$ cat config.mk
export PLATFORM = sky130hd
export DESIGN_NAME = hazard_scoreboard
export DESIGN_NICKNAME = d
export VERILOG_FILES = /design/src/rtl/hazard_pkg.sv /design/src/rtl/sb_reg_counter.sv /design/src/rtl/hazard_scoreboard.sv
export SDC_FILE = /design/constraint.sdc
export NUM_CORES = 1
export LEC_CHECK = 0
export BUFFER_PORTS_ARGS = -buffer_cell sky130_fd_sc_hd__buf_2
export CAP_MARGIN = 20
export CORE_ASPECT_RATIO = 0.75
export CORE_UTILIZATION = 40
export DETAILED_ROUTE_END_ITERATION = 10
export GPL_TIMING_DRIVEN = 0
export PLACE_DENSITY = 0.55
export SLEW_MARGIN = 20
export SYNTH_ARGS = -nofsm -noshare
export SYNTH_HDL_FRONTEND = slang
export SYNTH_SLANG_ARGS = --single-unit
$ cat constraint.sdc
create_clock -name clk -period 8.05 [get_ports clk]
set_input_delay 1.61 -clock clk [delete_from_list [all_inputs] [get_ports clk]]
set_output_delay 1.61 -clock clk [all_outputs]
set_load 0.05 [all_outputs]
$ cat src/rtl/hazard_pkg.sv
// ============================================================================
// Module : hazard_pkg
// Brief  : Shared constants for the ID-stage hazard scoreboard.
// Rev    : 1.0
// ============================================================================
`default_nettype none

package hazard_pkg;
  localparam int FP_REG_OFFSET = 32;
  localparam int LAT_ALU       = 1;
  localparam int LAT_LOAD      = 2;
  localparam int LAT_FP_ADD    = 4;
  localparam int LAT_FP_MUL    = 6;
  localparam int DEF_NUM_REGS  = 64;
  localparam int DEF_ADDR_W    = 6;
  localparam int DEF_MAX_LAT   = 8;
  localparam int DEF_LAT_W     = 4;
endpackage

`default_nettype wire

$ cat src/rtl/sb_reg_counter.sv
// ============================================================================
// Module : sb_reg_counter
// Brief  : Per-register result countdown; a new reservation beats the decrement.
// Rev    : 1.0
// ============================================================================
`default_nettype none

module sb_reg_counter
  import hazard_pkg::*;
#(
  parameter int LAT_W = DEF_LAT_W
) (
  input  logic             clk,
  input  logic             reset,
  input  logic             load,
  input  logic [LAT_W-1:0] load_val,
  output logic [LAT_W-1:0] cnt,
  output logic             busy
);

  logic [LAT_W-1:0] cnt_q, cnt_d;

  always_comb begin
    cnt_d = cnt_q;
    if (load) begin
      cnt_d = load_val;
    end else if (cnt_q != '0) begin
      cnt_d = cnt_q - 1'b1;
    end
  end

  always_ff @(posedge clk or posedge reset) begin
    if (reset) begin
      cnt_q <= '0;
    end else begin
      cnt_q <= cnt_d;
    end
  end

  assign cnt  = cnt_q;
  assign busy = (cnt_q != '0);

endmodule

`default_nettype wire

$ cat src/rtl/hazard_scoreboard.sv
// ============================================================================
// Module : hazard_scoreboard
// Brief  : ID-stage RAW/WAW/writeback-port scoreboard driving stall and bubble.
//          Optional stall/flush counters under HAZARD_SB_STATS_EN.
// Rev    : 1.0
// ============================================================================
`default_nettype none

module hazard_scoreboard
  import hazard_pkg::*;
#(
  parameter int NUM_REGS = DEF_NUM_REGS,
  parameter int ADDR_W   = DEF_ADDR_W,
  parameter int MAX_LAT  = DEF_MAX_LAT,
  parameter int LAT_W    = DEF_LAT_W
) (
  input  logic                clk,
  input  logic                reset,
  input  logic                id_valid,
  input  logic                id_flush,
  input  logic [ADDR_W-1:0]   id_rs,
  input  logic [ADDR_W-1:0]   id_rt,
  input  logic                id_rs_used,
  input  logic                id_rt_used,
  input  logic [ADDR_W-1:0]   id_dst,
  input  logic                id_dst_we,
  input  logic [LAT_W-1:0]    id_lat,
  output logic                pc_write,
  output logic                if_id_write,
  output logic                bubble,
  output logic                issue,
  output logic [NUM_REGS-1:0] busy
`ifdef HAZARD_SB_STATS_EN
  ,
  output logic [15:0]         stall_cycles,
  output logic [15:0]         flush_cycles
`endif
);

  logic [LAT_W-1:0]   cnt [NUM_REGS];
  logic [LAT_W-1:0]   le, le_m1;
  logic [MAX_LAT-1:0] occ_q, occ_d, occ_sh, slot;
  logic               raw, waw, wb_conflict, stall;

  always_comb begin
    if (id_lat == '0) begin
      le = LAT_W'(1);
    end else if (id_lat > LAT_W'(MAX_LAT)) begin
      le = LAT_W'(MAX_LAT);
    end else begin
      le = id_lat;
    end
    le_m1 = le - 1'b1;
  end

  // Bit k of occ means the writeback port is taken k cycles from now.
  assign occ_sh = occ_q >> 1;
  assign slot   = {{(MAX_LAT-1){1'b0}}, 1'b1} << le_m1;

  assign raw = (id_rs_used && (cnt[id_rs] != '0)) ||
               (id_rt_used && (cnt[id_rt] != '0));
  assign waw = id_dst_we && (id_dst != '0) && (cnt[id_dst] > le_m1);
  assign wb_conflict = id_dst_we && ((occ_sh & slot) != '0);

  assign stall       = id_valid && !id_flush && (raw || waw || wb_conflict);
  assign pc_write    = !stall;
  assign if_id_write = !stall;
  assign bubble      = stall || id_flush || !id_valid;
  assign issue       = id_valid && !id_flush && !stall;

  always_comb begin
    occ_d = occ_sh;
    if (issue && id_dst_we) begin
      occ_d = occ_sh | slot;
    end
  end

  always_ff @(posedge clk or posedge reset) begin
    if (reset) begin
      occ_q <= '0;
    end else begin
      occ_q <= occ_d;
    end
  end

  // Register 0 is hardwired zero and never has a pending result.
  assign cnt[0]  = '0;
  assign busy[0] = 1'b0;

  for (genvar r = 1; r < NUM_REGS; r++) begin : g_reg
    sb_reg_counter #(
      .LAT_W(LAT_W)
    ) u_cnt (
      .clk     (clk),
      .reset   (reset),
      .load    (issue && id_dst_we && (id_dst == ADDR_W'(r))),
      .load_val(le_m1),
      .cnt     (cnt[r]),
      .busy    (busy[r])
    );
  end

`ifdef HAZARD_SB_STATS_EN
  logic [15:0] stall_cycles_q, stall_cycles_d;
  logic [15:0] flush_cycles_q, flush_cycles_d;

  always_comb begin
    stall_cycles_d = stall_cycles_q;
    flush_cycles_d = flush_cycles_q;
    if (stall && (stall_cycles_q != 16'hFFFF)) begin
      stall_cycles_d = stall_cycles_q + 16'd1;
    end
    if (id_flush && (flush_cycles_q != 16'hFFFF)) begin
      flush_cycles_d = flush_cycles_q + 16'd1;
    end
  end

  always_ff @(posedge clk or posedge reset) begin
    if (reset) begin
      stall_cycles_q <= '0;
      flush_cycles_q <= '0;
    end else begin
      stall_cycles_q <= stall_cycles_d;
      flush_cycles_q <= flush_cycles_d;
    end
  end

  assign stall_cycles = stall_cycles_q;
  assign flush_cycles = flush_cycles_q;
`endif

endmodule

`default_nettype wire

Yosys cells after proc, flatten, opt, wreduce, memory -nomap -nowiden
Cells that the tools add are included.
{"block": "totals", "n_memories": 0, "rom_bits": 0, "out_inout_bits": 68, "ramBits": 0, "latch_bits": 0, "inputBits": 29, "ff_bits": 260}
{"block": "op_classes", "mul": 0, "addsub": 64, "shifts": 1, "div": 0, "bitwise": 5, "n_reduce_logical": 211, "eq_ne": 63, "magnitude_cmp": 5, "mux": 138}
{"cell": "$mux 4", "count": 134}
{"cell": "$reduce_bool 4->1", "count": 65}
{"cell": "$sub 4x1->4 const B", "count": 64}
{"cell": "$eq 6x6->1 const B", "count": 32}
{"cell": "$reduce_bool 2->1", "count": 63}
{"cell": "$eq 6x5->1 const B", "count": 16}
{"cell": "$bmux 4 s6", "count": 3}
{"cell": "$logic_and 1x1->1", "count": 72}
{"cell": "$eq 6x4->1 const B", "count": 8}
{"cell": "$eq 6x3->1 const B", "count": 4}
{"cell": "$ge 7x7->1 const B", "count": 3}
{"cell": "$not 6->7", "count": 3}
{"cell": "$eq 6x2->1 const B", "count": 2}
{"cell": "$and 7x8->8", "count": 1}
{"cell": "$mux 8", "count": 1}
{"cell": "$or 7x8->8", "count": 1}
{"cell": "$reduce_bool 8->1", "count": 1}
{"cell": "$shl 1x4->8 const A", "count": 1}
{"cell": "$eq 6x1->1 const B", "count": 1}
{"cell": "$reduce_bool 6->1", "count": 1}
{"cell": "$logic_or 1x1->1", "count": 5}
{"cell": "$gt 4x4->1", "count": 1}
{"cell": "$gt 4x4->1 const B", "count": 1}
{"cell": "$logic_not 4->1", "count": 1}
{"cell": "$logic_not 1->1", "count": 3}

Depth between registers and ports, before layout
Gate-level depths: netlist of the first run.
{"block": "depth", "depth_word": 15, "depth_mapped": 22}

Modules after synthesis
From an unflattened synthesis of the first run, not the netlist that was laid out.
{"block": "hier_totals", "hier_cells": 2207, "area_unflattened_um2": 21634.5}
{"module": "sb_reg_counter", "seq_area_each_um2": 100.1, "n_inst": 63, "cells_each": 24, "area_each_um2": 250.2}
{"module": "hazard_scoreboard", "seq_area_each_um2": 175.2, "n_inst": 1, "cells_each": 695, "area_each_um2": 5869.4}

Worst setup path before layout of the first run
OpenSTA, ideal clock, no wires.
{"block": "synth_path", "kind": "in2out", "start": "in id_dst[0]", "end": "out bubble", "cell_stages": 16, "arrival_ps": 6373, "slack_ps": 67, "cell_sequence": "buf_6 -> buf_1 -> mux4_2 -> mux4_2 -> mux4_2 -> ha_1 -> nor2b_1 -> o211ai_1 -> a21oi_1 -> o41ai_1 -> o31a_1 -> a22o_4 -> buf_12 -> buf_8 -> and3_1 -> inv_1"}
{"block": "synth_between", "elab_chain_cells": 11, "word_cells_on_any_way": 13}
{"element": "start, declared", "line_no": "hazard_scoreboard.sv:25", "source": "input logic [ADDR_W-1:0] id_dst,"}
{"element": "$not 6->7 (implied by the code)", "line_no": "hazard_scoreboard.sv:62", "source": "assign waw = id_dst_we && (id_dst != '0) && (cnt[id_dst] > le_m1);"}
{"element": "$bmux 4 s6", "line_no": "hazard_scoreboard.sv:62"}
{"element": "$mux 4 (implied by the code) (2 in a row)", "line_no": "hazard_scoreboard.sv:62"}
{"element": "$gt 4x4->1", "line_no": "hazard_scoreboard.sv:62"}
{"element": "$logic_and 1x1->1 *", "line_no": "hazard_scoreboard.sv:62"}
{"element": "$logic_or 1x1->1 * (2 in a row)", "line_no": "hazard_scoreboard.sv:65", "source": "assign stall = id_valid && !id_flush && (raw || waw || wb_conflict);"}
{"element": "$logic_and 1x1->1 *", "line_no": "hazard_scoreboard.sv:65"}
{"element": "$logic_or 1x1->1 * (2 in a row)", "line_no": "hazard_scoreboard.sv:68", "source": "assign bubble = stall || id_flush || !id_valid;"}
{"element": "end, declared", "line_no": "hazard_scoreboard.sv:30", "source": "output logic bubble,"}
Mark *: on every way between the ends. The rest lies on a longest branch, timed or not. The select of a mux whose other input is x is not followed.

Worst setup path in the final report of the first run
{"block": "layout_path", "start": "in id_dst[0]", "end": "out pc_write"}
{"block": "layout_between", "elab_chain_cells": 10, "word_cells_on_any_way": 12}
{"element": "$not 6->7 (implied by the code)", "line_no": "hazard_scoreboard.sv:62"}
{"element": "$bmux 4 s6", "line_no": "hazard_scoreboard.sv:62"}
{"element": "$mux 4 (implied by the code) (2 in a row)", "line_no": "hazard_scoreboard.sv:62"}
{"element": "$gt 4x4->1", "line_no": "hazard_scoreboard.sv:62"}
{"element": "$logic_and 1x1->1 *", "line_no": "hazard_scoreboard.sv:62"}
{"element": "$logic_or 1x1->1 * (2 in a row)", "line_no": "hazard_scoreboard.sv:65"}
{"element": "$logic_and 1x1->1 *", "line_no": "hazard_scoreboard.sv:65"}
{"element": "$logic_not 1->1 *", "line_no": "hazard_scoreboard.sv:66", "source": "assign pc_write = !stall;"}
{"element": "end, declared", "line_no": "hazard_scoreboard.sv:28", "source": "output logic pc_write,"}
Marked as above.

==> impl_metrics.csv, run 1 <==
group,metric,value,unit
detailed_routing,wl_per_cell,25.8,µm
cells_and_area,syn2layout_area_growth,13.1,%
clock_network,worstSkewPairLatency,0.61,ns
detailed_routing,first_pass_iters,6,
placement,dpl_cell_area,22200,µm²
clock_network,cts.reportedPaths.clkPinSlew,0.06,ns
yosys,synth-edff-count,0,
run_status,status,"complete, no violations",
yosys,yosysWarningCount,0,
yosys,synth_top_area_share,31.3,%
floorplanning,die_w,265,µm
yosys,synth_flop_cell,"dfrtp_1",
yosys,syn_avg_cell_area,10.0,µm²
placement,hpwl,56200,µm
yosys,ys_ff_latch,259,
clock_network,cts_buffers,30,
yosys,syn_nets,2234,
clock_network,holdBufCountCts,0,
grt,grt_max_degree,31,
detailed_routing,ant_nets,0,
grt,grt_remaining_overflow,0,
yosys,async_reset_ff_share,100,%
placement,post-place-cells,2825,
timing,hold_viol_final,0,
timing,fin_hold_ws,0.468,ns
cells_and_area,finalNetCount,2366,
yosys,yosysSeqAreaShare,31.3,%
worst_hold_path,min_path_type,"register to register",
floorplanning,std_cell_rows,71,
clock_network,h-tree-depth,1,
grt,grt_use_total,28.6,%
job,drv_cap,0,
floorplanning,core,50600,µm²
timing,finalSetupViolations,0,
power,p_total,9.56,mW
detailed_routing,drc,0,
yosys,yosys.area.top_type,"dfrtp_1",
setup_path,worstPathRequired,6.44,ns
cells_and_area,fin_cells,2884,
setup_path,arrival,6.28,ns
timing,fin_crit_sh,98.0,%
power,leakagePower,11.3,nW
floorplanning,initial_core_util,40.9,%
placement,portBuffers,89,
yosys,ys_top_cells_by_area,"dfrtp_1 31%, mux4_2 11%, mux2i_1 10%, ha_1 8.1%, nand3_4 4.8%",
detailed_routing,vias,17200,
cells_and_area,final_core_util,46.3,%
grt,grt_pass1_vias,16600,
timing,finClkSkew,0.0189,ns
timing,fin_crit,7.89,ns
setup_path,cp-end-kind,"output pin",
cells_and_area,drive_gt1_share,20.2,%
setup_path,path_class,"primary input to output pin",
floorplanning,die_y,199,µm
timing,fmax,127,MHz
detailed_routing,drt_iter0_drc,2203,
cells_and_area,design_area,23500,µm²
power,p_per_area,408,nW/µm²
timing,drv_slew,0,
yosys,ys_types,70,
grt,antenna_found_initial,0,
power,ir_worst_vdd,0.216,mV
timing,worstMarginPinSlew,1.16,ns
placement,gp_congestion,0.999,
detailed_routing,route.detailed.vias_per_inst,5.95,
yosys,netlist_area,20700,µm²
clock_network,cts_sinks,259,
setup_path,crit_path_start_kind,"primary input",
yosys,syn_inst,2070,
timing,relSlewSlack,22.5,%
clock_network,cts_tree,"yes",
clock_network,cts_max_path_buffers,3,
setup_path,worstPathMaxFanout,10,
floorplanning,pin_count,97,
detailed_routing,drt-total-wl,74400,µm
floorplanning,die_area,52800,µm²
grt,grt_pass1_wl,112000,µm
clock_network,cts-root-buf,"clkbuf_16",
[worst paths after layout]
kind                                        start                     end  slack, ns  cells after the start
setup / recovery                        id_dst[0]                pc_write       0.16                     19
setup reg to reg           g_reg[63].u_cnt.cnt[1]  g_reg[18].u_cnt.cnt[0]       3.47                     14
max in group asynchronous                   reset   g_reg[6].u_cnt.cnt[3]       5.67                      6
hold / removal                           occ_q[5]                occ_q[4]       0.47                      1
min in group asynchronous                   reset  g_reg[54].u_cnt.cnt[1]       1.08                      2
hold reg to reg                          occ_q[5]                occ_q[4]       0.47                      1
[registers in the layout (all words and copies together) (netlist names)]
signal and cells:
occ_q 7, g.u_cnt.cnt 252
[worst max-delay path, cell delays in order]
cell	delay, ns
buf_6	0.20
buf_8	0.24
mux4_2	0.57
mux4_2	0.56
mux4_2	0.49
ha_1	0.30
nor2b_1	0.14
o211ai_1	0.19
a21oi_2	0.14
o41ai_4	0.29
buf_4	0.20
o31a_1	0.16
a22o_4	0.15
and2_1	0.12
clkbuf_4	0.22
buf_6	0.22
nand2b_1	0.15
buf_4	0.10
clkbuf_4	0.21
[cells in the final DEF (no fill, tap or decap), types with 31 or more instances in the layout]
cell / n
a21oi_1: 104
buf_2: 102
buf_4: 76
clkbuf_1: 35
clkbuf_16: 31
dfrtp_1: 259
ha_1: 135
inv_1: 135
mux2i_1: 209
mux4_2: 104
nand2_1: 221
nand3_4: 57
nor2_1: 166
nor3_1: 71
nor4_1: 37
o21ai_0: 75
or3_1: 45
xnor2_1: 63
xor2_1: 63
[routing by layer]
| layer | global-route usage [%] | vias up | share of wire (%) |
|---|---|---|---|
| met5 | 0 | - | 0 |
| met4 | 8.52 | 0 | 3.3 |
| met3 | 5.46 | 132 | 9.6 |
| met2 | 42.8 | 860 | 43 |
| met1 | 41.8 | 8586 | 44 |
| li1 | - | 7589 | - |
[logic make-up after synthesis]
logic type / Yosys count / synth area share (%)
AO/OA/AOI/OAI: 260 / 7.62
XOR/XNOR: 127 / 5.36
adder cells (fa/ha/maj): 135 / 8.15
buffers and inverters: 294 / 7.28
flip-flops: 259 / 31.3
multiplexers: 317 / 21.6
other: 2 / 0.0362
AND/OR/NAND/NOR: 676 / 18.7
[cells in the mapped netlist (all sizes together), types with 8 or more instances]
cell type  number
a21boi          8
or3            45
nor3           71
clkbuf         44
or4            12
mux2i         209
inv           142
xor2           63
nand2         221
ha            135
o21ai          75
nand2b         18
nor4           37
buf           108
dfrtp         259
xnor2          64
o31ai          11
nand3          67
nor2b           9
a21oi         105
mux4          104
nor2          166
[timing repair]
action	4_1_cts	5_1_grt
setup endpoints to repair	4	2
setup buffers	2	1
resized for setup	40	21
gates cloned	0	0
pin swaps	1	1
hold endpoints to repair	0	0
[power by group]
group / switching, mW / internal (mW)
Combinational: 2.82 / 2.21
Clock: 0.626 / 0.886
Sequential: 1.03 / 2.00
[stage by stage]
stage | setup WS (ns) | TNS (ns)
detailed placement | -1.70 | -6.21
CTS | 0.0377 | 0
finish | 0.159 | 0
global route | -0.00928 | -0.00928
global placement | -1.63 | -5.91
floorplan | 0.0666 | 0
[area by class of cell]
type	instances	area (µm²)
clock buffer	41	873
antenna	1	2.50
tap	657	822
inverter	142	541
sequential	259	6480
fill	4830	27200
multi-input combinational	1517	12800
timing repair buffer	101	651
buffer	151	1110
clock inverter	15	190
(Power assumes the default switching activity.)
==> inputs of run 2 (changes only) <==
CTS_CLUSTER_DIAMETER = 60   (was not set)
SYNTH_HIERARCHICAL = 1   (was not set)
==> run 2 against run 1 <==
  * Final cell count is 8.8% higher
  * Setup slack got worse by 0.094 ns
  * Critical path depth is 2 lower
  * Critical path type unchanged
  * Total power grew 3.1%
  * Utilization decreased by 0.25 points
  * Largest cell class unchanged
  * Non-clock buffer count shrank 26
  * Critical endpoint unchanged
  * Via count rose by 7.1%
  * First-iteration DRC count is 13% lower
  * Largest power group unchanged
==> impl_metrics.csv, run 2 <==
group,metric,value,unit
detailed_routing,first_pass_iters,7,
clock_network,worstSkewPairLatency,0.54,ns
cells_and_area,largest_reg_flops,252,
clock_network,cts_buffers,35,
cells_and_area,final_common_cell,"dfrtp_1",
floorplanning,die_area,55000,µm²
floorplanning,std_cell_rows,73,
clock_network,h-tree-depth,2,
cells_and_area,mostFrequentLayoutCells,"259 x dfrtp_1, 257 x inv_1, 206 x nand2_1",
yosys,synth_compound_area_share,10.9,%
cells_and_area,syn2layout_area_growth,13.2,%
timing,worstMarginPinSlew,0.939,ns
cells_and_area,drive_gt1_share,21.8,%
clock_network,cts.repair.resized,19,
yosys,yosysSeqAreaShare,30.0,%
grt,grt_pass1_wl,113000,µm
setup_path,crit_path_frequent_cell,"mux4_2",
yosys,ys_top_cells_by_area,"dfrtp_1 30%, mux4_2 9.6%, ha_1 7.8%, nor3b_4 5.5%, xnor2_1 5.1%",
detailed_routing,drc,0,
floorplanning,core,53200,µm²
setup_path,worstPathRequired,6.44,ns
detailed_routing,wl_per_cell,23.5,µm
detailed_routing,vias,18400,
placement,hpwl,56000,µm
yosys,synth_flop_cell,"dfrtp_1",
yosys,synth-xor-area-share,5.14,%
cells_and_area,fin_cells,3138,
run_status,status,"complete, no violations",
placement,dpl_cell_area,23300,µm²
clock_network,cts.reportedPaths.clkPinSlew,0.06,ns
worst_hold_path,min_path_type,"register to register",
detailed_routing,top_layer,"met5",
setup_path,arrival,6.38,ns
floorplanning,die_y,203,µm
clock_network,cts_tree,"yes",
timing,relSlewSlack,36.8,%
timing,drv_slew,0,
detailed_routing,wl_met1,32900,µm
detailed_routing,wl_met3,6550,µm
grt,grt_remaining_overflow,0,
yosys,yosys.area.top_type,"dfrtp_1",
job,drv_cap,0,
yosys,yosysWarningCount,6,
power,ir_worst_vdd,0.245,mV
yosys,synth_adder_area_share,7.81,%
detailed_routing,drt_iter0_drc,1907,
cells_and_area,fill_cells,5114,
timing,fmax,125,MHz
timing,postLayoutSetupSlackWorst,0.0649,ns
setup_path,path_class,"primary input to output pin",
cells_and_area,multiInputGateArea,13800,µm²
yosys,synth_top_family_by_area,"simple AND/OR/NAND/NOR gates",
power,p_total,9.86,mW
timing,fin_crit,7.99,ns
grt,antenna_found_initial,4,
yosys,synthSimpleGateAreaFrac,22.3,%
placement,post-place-ws,-0.996,ns
detailed_routing,route.detailed.vias_per_inst,5.86,
grt,grt_pass1_vias,18000,
timing,finalSetupViolations,0,
setup_path,worstPathMaxFanout,10,
yosys,netlist_top_cells_count,"259 x dfrtp_1, 259 x inv_1, 206 x nand2_1, 165 x nor3_1, 135 x ha_1",
setup_path,crit_path_start_kind,"primary input",
cells_and_area,finalNetCount,2563,
floorplanning,initial_core_util,40.7,%
floorplanning,pin_count,97,
power,leakagePower,9.94,nW
clock_network,post_cts_buffers,0,
yosys,syn_inst,2207,
yosys,async_reset_ff_share,100,%
grt,grt_use_total,26.9,%
power,p_per_area,403,nW/µm²
detailed_routing,drt-total-wl,73800,µm
clock_network,holdBufCountCts,0,
setup_path,cp_slowest_stage_delay,0.57,ns
cells_and_area,regArea,6480,µm²
yosys,synth_top_area_share,30.0,%
placement,post-place-cells,3074,
clock_network,cts-root-buf,"clkbuf_16",
timing,fin_crit_sh,99.2,%
timing,finClkSkew,0.0251,ns
timing,fin_hold_ws,0.471,ns
detailed_routing,ant_nets,0,
setup_path,worstPathCellList,"clkbuf_1 > clkbuf_4 > clkbuf_4 > mux4_2 > mux4_2 > mux4_2 > ha_1 > nor2b_1 > o211ai_1 > a21oi_1 > o31ai_4 > nor2b_1 > a32oi_1 > buf_4 > o21ai_1 > buf_4 > buf_2",
clock_network,cts_sinks,259,
setup_path,cpMaxStageDelayCell,"mux4_2",
yosys,synth_mux_area_share,16.3,%
yosys,netlist_area,21600,µm²
cells_and_area,design_area,24500,µm²
placement,gp_congestion,1.04,
grt,grt_max_degree,38,
placement,portBuffers,88,
detailed_routing,dr_wl_met2,32200,µm
yosys,ys_types,71,
yosys,synth-edff-count,0,
timing,rsz0062_at_grt,"no",
setup_path,cp-end-kind,"output pin",
yosys,syn_avg_cell_area,9.80,µm²
timing,hold_viol_final,0,
clock_network,cts_max_path_buffers,3,
floorplanning,die_w,271,µm
yosys,ys_ff_latch,259,
[run 2: changes by cell type in the layout (fill, tap and decap cells not counted), moves of 66 or more]
| cell | before | now |
|---|---|---|
| a21oi_1 | 104 | 13 |
| nor2_1 | 166 | 84 |
| inv_1 | 135 | 257 |
| clkbuf_2 | 3 | 69 |
| buf_4 | 76 | 9 |
| nor3_1 | 71 | 165 |
| mux2i_1 | 209 | 69 |
| nor3b_1 | 3 | 72 |
[run 2: worst paths after layout]
kind,endpoint,slack [ns],cells past startpoint,startpoint
min reg2reg,occ_q[3],0.47,1,occ_q[4]
max reg2reg,g_reg[13].u_cnt/cnt[3],2.81,15,g_reg[30].u_cnt/cnt[1]
max,pc_write,0.06,17,id_dst[1]
min in group asynchronous,g_reg[17].u_cnt/cnt[1],1.20,2,reset
min,occ_q[3],0.47,1,occ_q[4]
max in group asynchronous,g_reg[12].u_cnt/cnt[2],6.42,3,reset
[run 2: layout make-up]
| class | instances | share of cell area [%] |
|---|---|---|
| Timing Repair Buffer | 92 | 2.20 |
| Clock inverter | 7 | 0.225 |
| Antenna cell | 3 | 0.0307 |
| Buffer | 134 | 2.90 |
| Clock buffer | 54 | 4.29 |
| Tap cell | 712 | 3.64 |
| Multi-Input combinational cell | 1616 | 56.2 |
| Inverter | 261 | 4.02 |
| Sequential cell | 259 | 26.5 |
[run 2: kinds of logic (layout without fill, tap and decap cells)]
group / count (synthesis) / in the layout
XOR/XNOR: 127 / 127
other: 2 / 68
adder cells (fa/ha/maj): 135 / 135
flip-flops: 259 / 259
multiplexers: 228 / 228
buffers and inverters: 395 / 548
AO/OA/AOI/OAI: 314 / 314
AND/OR/NAND/NOR: 747 / 747
[run 2: per-layer routing]
layer  vias up  track usage, %
met3       149            5.65
li1       8267               -
met1      9163            38.2
met4         4            8.13
met2       799            41.0
met5         -               0
[run 2: power by group]
part	switching, mW	leakage, nW	total, mW	internal [mW]
Combinational	2.60	6.28	5.10	2.50
Clock	0.638	0.539	1.54	0.902
Sequential	1.22	3.12	3.22	1.99
[run 2: worst max-delay path: cells and delay by family]
family,cells,cell delay [ns]
buffers and inverters,6,1.62
AOI/OAI and AO/OA,5,0.99
muxes,3,1.44
adders and majority gates,1,0.30
and+or+nand+nor,2,0.38
[run 2: stage by stage]
stage | TNS, ns | util (%)
6_report | 0 | 46.1
3_3_place_gp | -461.69 | 43.6
4_1_cts | 0 | 46.0
3_5_place_dp | -7.30 | 43.9
2_1_floorplan | 0 | -
5_1_grt | 0 | 46.1
